File: config.mk
export PLATFORM = sky130hd
export DESIGN_NAME = mem_arbiter
export DESIGN_NICKNAME = d
export VERILOG_FILES = /design/src/rtl/mem_arbiter_pkg.sv /design/src/rtl/mem_arb_timer.sv /design/src/rtl/mem_arbiter.sv
export SDC_FILE = /design/constraint.sdc
export NUM_CORES = 1
export LEC_CHECK = 0
export ABC_CLOCK_PERIOD_IN_PS = 1800
export BUFFER_PORTS_ARGS = -buffer_cell sky130_fd_sc_hd__buf_2
export CAP_MARGIN = 10
export CORE_UTILIZATION = 40
export CTS_BUF_LIST = sky130_fd_sc_hd__clkbuf_16
export DETAILED_ROUTE_END_ITERATION = 8
export PLACE_DENSITY = 0.78
export SLEW_MARGIN = 20
export SYNTH_ARGS = -nofsm -noshare
export SYNTH_HDL_FRONTEND = slang
export SYNTH_SLANG_ARGS = --single-unit
File: constraint.sdc
create_clock -name clk -period 1.8 [get_ports clk]
set_input_delay 0.18 -clock clk [delete_from_list [all_inputs] [get_ports clk]]
set_output_delay 0.18 -clock clk [all_outputs]
set_load 0.02 [all_outputs]
File: src/rtl/mem_arbiter_pkg.sv
// Shared definitions for the fetch/execute memory arbiter: FSM state
// encodings and the RAM access size code used for instruction fetches.
package mem_arbiter_pkg;

    typedef enum logic [1:0] {
        ST_IDLE    = 2'b00,
        ST_BUSY_IF = 2'b01,
        ST_BUSY_EX = 2'b10
    } arbState_e;

    // Size code for a full 32-bit word access
    localparam logic [2:0] SIZE_WORD = 3'b010;

endpackage

File: src/rtl/mem_arb_timer.sv
// Busy-cycle watchdog for the memory arbiter. Counts cycles spent waiting
// for a RAM ack and flags the cycle in which the wait limit is reached.
// Only instantiated when MEM_ARB_TIMEOUT_EN is defined.
module mem_arb_timer #(
    parameter int TIMEOUT_CYC = 16
) (
    input  logic clk,
    input  logic rst_n,
    input  logic clear_i,
    input  logic run_i,
    output logic expired_o
);

    localparam int CNT_W = $clog2(TIMEOUT_CYC + 1);
    localparam logic [CNT_W-1:0] LAST_CNT = CNT_W'(TIMEOUT_CYC - 1);

    logic [CNT_W-1:0] count_q;
    logic [CNT_W-1:0] count_d;
    logic             atLast;

    assign atLast    = run_i && (count_q == LAST_CNT);
    assign expired_o = atLast;

    // Restart on every new grant, otherwise count busy cycles up to the limit
    always_comb begin
        count_d = count_q;
        if (clear_i) begin
            count_d = '0;
        end else if (run_i && !atLast) begin
            count_d = count_q + CNT_W'(1);
        end
    end

    // Counter register
    always_ff @(posedge clk or negedge rst_n) begin
        if (!rst_n) begin
            count_q <= '0;
        end else begin
            count_q <= count_d;
        end
    end

endmodule

File: src/rtl/mem_arbiter.sv
// Two-requester arbiter sharing one RAM port between instruction fetch (IF)
// and the execute stage (EX). EX normally wins, but an IF that lost a
// contended arbitration wins the next one. Optional busy timeout is enabled
// by defining MEM_ARB_TIMEOUT_EN; without it the arbiter waits for ack forever.
module mem_arbiter
    import mem_arbiter_pkg::*;
#(
    parameter int TIMEOUT_CYC = 16
) (
    input  logic        clk,
    input  logic        rst_n,

    input  logic        if_req_i,
    input  logic [31:0] if_addr_i,
    output logic        if_gnt_o,
    output logic        if_rvalid_o,
    output logic [31:0] if_rdata_o,

    input  logic        ex_req_i,
    input  logic        ex_we_i,
    input  logic [31:0] ex_addr_i,
    input  logic [31:0] ex_wdata_i,
    input  logic [2:0]  ex_size_i,
    output logic        ex_gnt_o,
    output logic        ex_rvalid_o,
    output logic [31:0] ex_rdata_o,

    output logic        ram_req_o,
    output logic        ram_we_o,
    output logic [31:0] ram_addr_o,
    output logic [31:0] ram_wdata_o,
    output logic [2:0]  ram_size_o,
    input  logic        ram_ack_i,
    input  logic [31:0] ram_rdata_i,

    output logic        hold_flag_o,
    output logic        err_o
);

    arbState_e   state_q;
    arbState_e   state_d;
    logic        starve_q;
    logic        starve_d;

    logic [31:0] addr_q;
    logic [31:0] wdata_q;
    logic        we_q;
    logic [2:0]  size_q;

    logic        ifRvalid_q;
    logic        exRvalid_q;
    logic [31:0] ifRdata_q;
    logic [31:0] exRdata_q;

    logic        isIdle;
    logic        busy;
    logic        ifGrant;
    logic        exGrant;
    logic        timeoutHit;
    logic        done;

    assign isIdle = (state_q == ST_IDLE);
    assign busy   = (state_q == ST_BUSY_IF) || (state_q == ST_BUSY_EX);

    // Grants are masked by rst_n so every output reads 0 while reset is held
    assign exGrant = rst_n && isIdle && ex_req_i && (!if_req_i || !starve_q);
    assign ifGrant = rst_n && isIdle && if_req_i && (!ex_req_i || starve_q);

    // An ack always wins over a timeout landing in the same cycle
    assign done = busy && (ram_ack_i || timeoutHit);

`ifdef MEM_ARB_TIMEOUT_EN
    logic err_q;

    mem_arb_timer #(
        .TIMEOUT_CYC (TIMEOUT_CYC)
    ) u_timer (
        .clk       (clk),
        .rst_n     (rst_n),
        .clear_i   (ifGrant || exGrant),
        .run_i     (busy),
        .expired_o (timeoutHit)
    );

    // Abort pulse lines up with the owner's rvalid of the abandoned access
    always_ff @(posedge clk or negedge rst_n) begin
        if (!rst_n) begin
            err_q <= 1'b0;
        end else begin
            err_q <= busy && timeoutHit && !ram_ack_i;
        end
    end

    assign err_o = err_q;
`else
    logic unusedTimeoutCfg;

    assign unusedTimeoutCfg = ^TIMEOUT_CYC;
    assign timeoutHit       = 1'b0;
    assign err_o            = 1'b0;
`endif

    // FSM state and starve flag registers
    always_ff @(posedge clk or negedge rst_n) begin
        if (!rst_n) begin
            state_q  <= ST_IDLE;
            starve_q <= 1'b0;
        end else begin
            state_q  <= state_d;
            starve_q <= starve_d;
        end
    end

    // Next-state: only IDLE accepts work, BUSY leaves on ack or timeout
    always_comb begin
        state_d = state_q;
        case (state_q)
            ST_IDLE: begin
                if (exGrant) begin
                    state_d = ST_BUSY_EX;
                end else if (ifGrant) begin
                    state_d = ST_BUSY_IF;
                end
            end
            ST_BUSY_IF, ST_BUSY_EX: begin
                if (done) begin
                    state_d = ST_IDLE;
                end
            end
            default: state_d = ST_IDLE;
        endcase
    end

    // Remember an IF that lost to EX so it wins the next contended round
    always_comb begin
        starve_d = starve_q;
        if (ifGrant) begin
            starve_d = 1'b0;
        end else if (isIdle && if_req_i && ex_req_i) begin
            starve_d = 1'b1;
        end
    end

    // Capture the winning request so the RAM side stays stable until ack
    always_ff @(posedge clk or negedge rst_n) begin
        if (!rst_n) begin
            addr_q  <= '0;
            wdata_q <= '0;
            we_q    <= 1'b0;
            size_q  <= '0;
        end else if (exGrant) begin
            addr_q  <= ex_addr_i;
            wdata_q <= ex_wdata_i;
            we_q    <= ex_we_i;
            size_q  <= ex_size_i;
        end else if (ifGrant) begin
            addr_q  <= if_addr_i;
            wdata_q <= '0;
            we_q    <= 1'b0;
            size_q  <= SIZE_WORD;
        end
    end

    // Completion pulses one cycle after ack; read data held until next completion
    always_ff @(posedge clk or negedge rst_n) begin
        if (!rst_n) begin
            ifRvalid_q <= 1'b0;
            exRvalid_q <= 1'b0;
            ifRdata_q  <= '0;
            exRdata_q  <= '0;
        end else begin
            ifRvalid_q <= done && (state_q == ST_BUSY_IF);
            exRvalid_q <= done && (state_q == ST_BUSY_EX);
            if (done && (state_q == ST_BUSY_IF)) begin
                ifRdata_q <= ram_ack_i ? ram_rdata_i : '0;
            end
            if (done && (state_q == ST_BUSY_EX)) begin
                exRdata_q <= (ram_ack_i && !we_q) ? ram_rdata_i : '0;
            end
        end
    end

    // Output decode: grant pulses in IDLE, RAM port driven only while busy
    always_comb begin
        if_gnt_o    = ifGrant;
        ex_gnt_o    = exGrant;
        ram_req_o   = busy;
        ram_we_o    = 1'b0;
        ram_addr_o  = '0;
        ram_wdata_o = '0;
        ram_size_o  = '0;
        if (busy) begin
            ram_we_o    = we_q;
            ram_addr_o  = addr_q;
            ram_wdata_o = wdata_q;
            ram_size_o  = size_q;
        end
    end

    assign if_rvalid_o = ifRvalid_q;
    assign if_rdata_o  = ifRdata_q;
    assign ex_rvalid_o = exRvalid_q;
    assign ex_rdata_o  = exRdata_q;
    assign hold_flag_o = rst_n && ex_req_i && !exRvalid_q;

endmodule

==> impl_results.md <==
- Synthesis warning total: 0
- Total Nets Final: 1,021
- Vias in the first global route: 5,694
- Critical Path RT: 1620 ps
- DR pass1 iterations: 9
- Setup Skew: 3.666 ps
- P&R area growth vs syn: 50.15%
- Startpoint types: flip-flop
- F_max: 548.1 MHz
- # IOs: 276
- Initial antenna violation count: 0
- Die footprint: 0.01575 mm²
- Worst Path Class, Setup: reg2out
- Routability cong.: 0.7887
- Post-Place Setup Slack: 136.1 ps
- Failing checks: DRC, setup timing
- CTS Root Buffer Type: clkbuf_16
- Post-route ant nets: 0
- Starting Density: 41.51%
- Slew headroom: 62.86%
- Antenna diodes: 0
- Leak pwr: 0.004700 µW
- Drt drc: 18
- Gr usage total: 23.49%
- Worst min path class: in2reg
- Sequential fraction of the synthesis area: 56.18%
- Worst-Margin Slew: 557.1 ps
- Power Dens Cells: 1871 mW/mm²
- Worst Slack Setup Final: -24.52 ps
- Detailed Route WL: 18,070 µm
- Most frequent cells in the layout: 203 x buf_2, 137 x dfrtp_1, 99 x nand2_1, 67 x o211ai_1, 54 x and2_1
- Post-Synthesis Cells: 574
- Final cell count without fillers: 1,078
- Count of different cell masters after synthesis: 25
- Status: finished, violations left
- Die boundary width: 125.5 µm
- Syn Area/Cell: 10.63 µm²
- Port Buffers: 274
- Mapped Nets: 714
- Clock sinks: 137
- Grt ovf: 0
- Clock Path Buffers: 2
- Placed cell area: 0.007665 mm²
- Most common cell after layout, fill and taps aside: buf_2
- Clk Latency, worst-skew pair: 410 ps
- Setup crit end kind: output port
- Post-layout min period: 1825 ps
- Via density: 5.046
- Fin area: 0.009163 mm²
- Post-placement cell count: 1,000
- DP HPWL: 11,030 µm
- Max Fanout on Critical Path: 23
- Final hold violations: 0
- TritonCTS buffer count: 17
- Worst VDD drop: 0.0009454 V
- # setup viols final: 28
- Starting DRT DRC Count: 282
- Die height: 125.5 µm
- Detailed-route via count: 5,440
- CTS tree: built
- Layout cell share with drive strength beyond 1: 42.62%
- Final max-slew violation count: 0
- H-tree depth: 4
- Setup TNS Final: -275.3 ps
- Period utilization: 101.4%
- Clock transition at path regs: 60 ps
- Synth Register Bits: 137
- Largest net degree at the start of global routing: 105
- Num rows: 44
- Worst Path Arrival: 1640 ps
- First-pass GRT wire length: 28,910 µm
- Post-DR wirelength/cell: 16.76 µm
- Post-synth design cell area: 0.006102 mm²
- Placeable Area: 0.01470 mm²
- RSZ-0062 raised after global routing: true
- Max Cap Viol: 0
## final timing paths
path / start / end / slack [ps] / cells past startpoint
max in group asynchronous: rst_n / wdata_q[21] / 870 / 3
worst min-delay path: ex_wdata_i[3] / wdata_q[3] / 20 / 2
min in group asynchronous: rst_n / starve_q / 160 / 2
worst min register to register: ex_rdata_o[31] / ex_rdata_o[31] / 470 / 2
worst max-delay path: state_q[0] / ram_addr_o[4] / -20 / 5
worst max register to register: state_q[0] / size_q[1] / 110 / 7
## layout make-up
class                      instances  area (µm²)
clock buffer                      17       425.4
clock inverter                    15       182.7
inverter                          37       155.1
sequential                       137        3428
tap                              184       230.2
timing repair buffer             334        2375
timing repair inverter             1       8.758
fill                            1138        5537
multi-input combinational        353        2357
## metrics by stage
step | hold slack (ps) | utilization (%) | power (µW)
4_1_cts | 0.07230 | 61.59 | 16950
2_1_floorplan | -115.6 | - | 9685
3_3_place_gp | -3.531 | 52.14 | 12010
5_1_grt | 1.208 | 62.33 | 18120
6_report | 16.14 | 62.33 | 17140
3_5_place_dp | -1.129 | 52.14 | 12170
## routing by layer
metal / share of wire (%) / global-route usage (%)
met1: 41 / 27.97
met2: 51 / 40.65
met3: 5.4 / 5.477
met4: 2.3 / 9.900
met5: 0 / 0
## cell usage after synthesis (all sizes together)
library cell	n	area (µm²)
dfrtp	137	3428
nand2	99	371.6
and2	69	434.2
o211ai	67	503.0
inv	37	146.4
a22o	35	306.5
clkbuf	32	120.1
mux2	32	360.4
o21ai	32	160.2
buf	15	132.6
ha	3	37.54
nand3	3	15.01
nor2b	3	18.77
nor2	2	7.510
o22a	2	17.52
a32o	1	10.01
conb	1	3.750
nor3	1	5.000
o211a	1	10.01
o21a	1	7.510
or2	1	6.260
## worst max-delay path: stages, from the launching register on
cell     delay [ps]
dfrtp_1         360
inv_2            60
ha_4            330
buf_12          170
and2_1          160
buf_4           140
## timing repair
action	in CTS	in global routing
pin swaps	1	2
setup buffers	4	1
resized for setup	114	27
cloned	2	0
setup endpoints to repair	71	70
endpoints found under the hold margin	176	1
hold buffers	38	1
## registers in the layout, indices dropped and copies added, names as in the netlist
name         flops
addr_q          32
ex_rdata_o      32
if_rdata_o      32
wdata_q         32
size_q           3
state_q          2
ex_rvalid_o      1
if_rvalid_o      1
starve_q         1
we_q             1
## kinds of logic after synthesis
group,after synthesis,share of synthesized area [%]
compound gates,139,16.63
fa+ha+maj,3,0.6152
buf+inv,84,6.541
flops,137,56.18
mux,32,5.905
other cells,1,0.06145
simple gates,178,14.07
## where the power goes
group	leakage [µW]	total (µW)	internal, µW	switching (µW)
Combinational	0.00267	8350	3780	4570
Sequential	0.00173	5200	4480	721
Clock	0.000301	3600	2300	1300
Power figures use the tool's default switching activity.
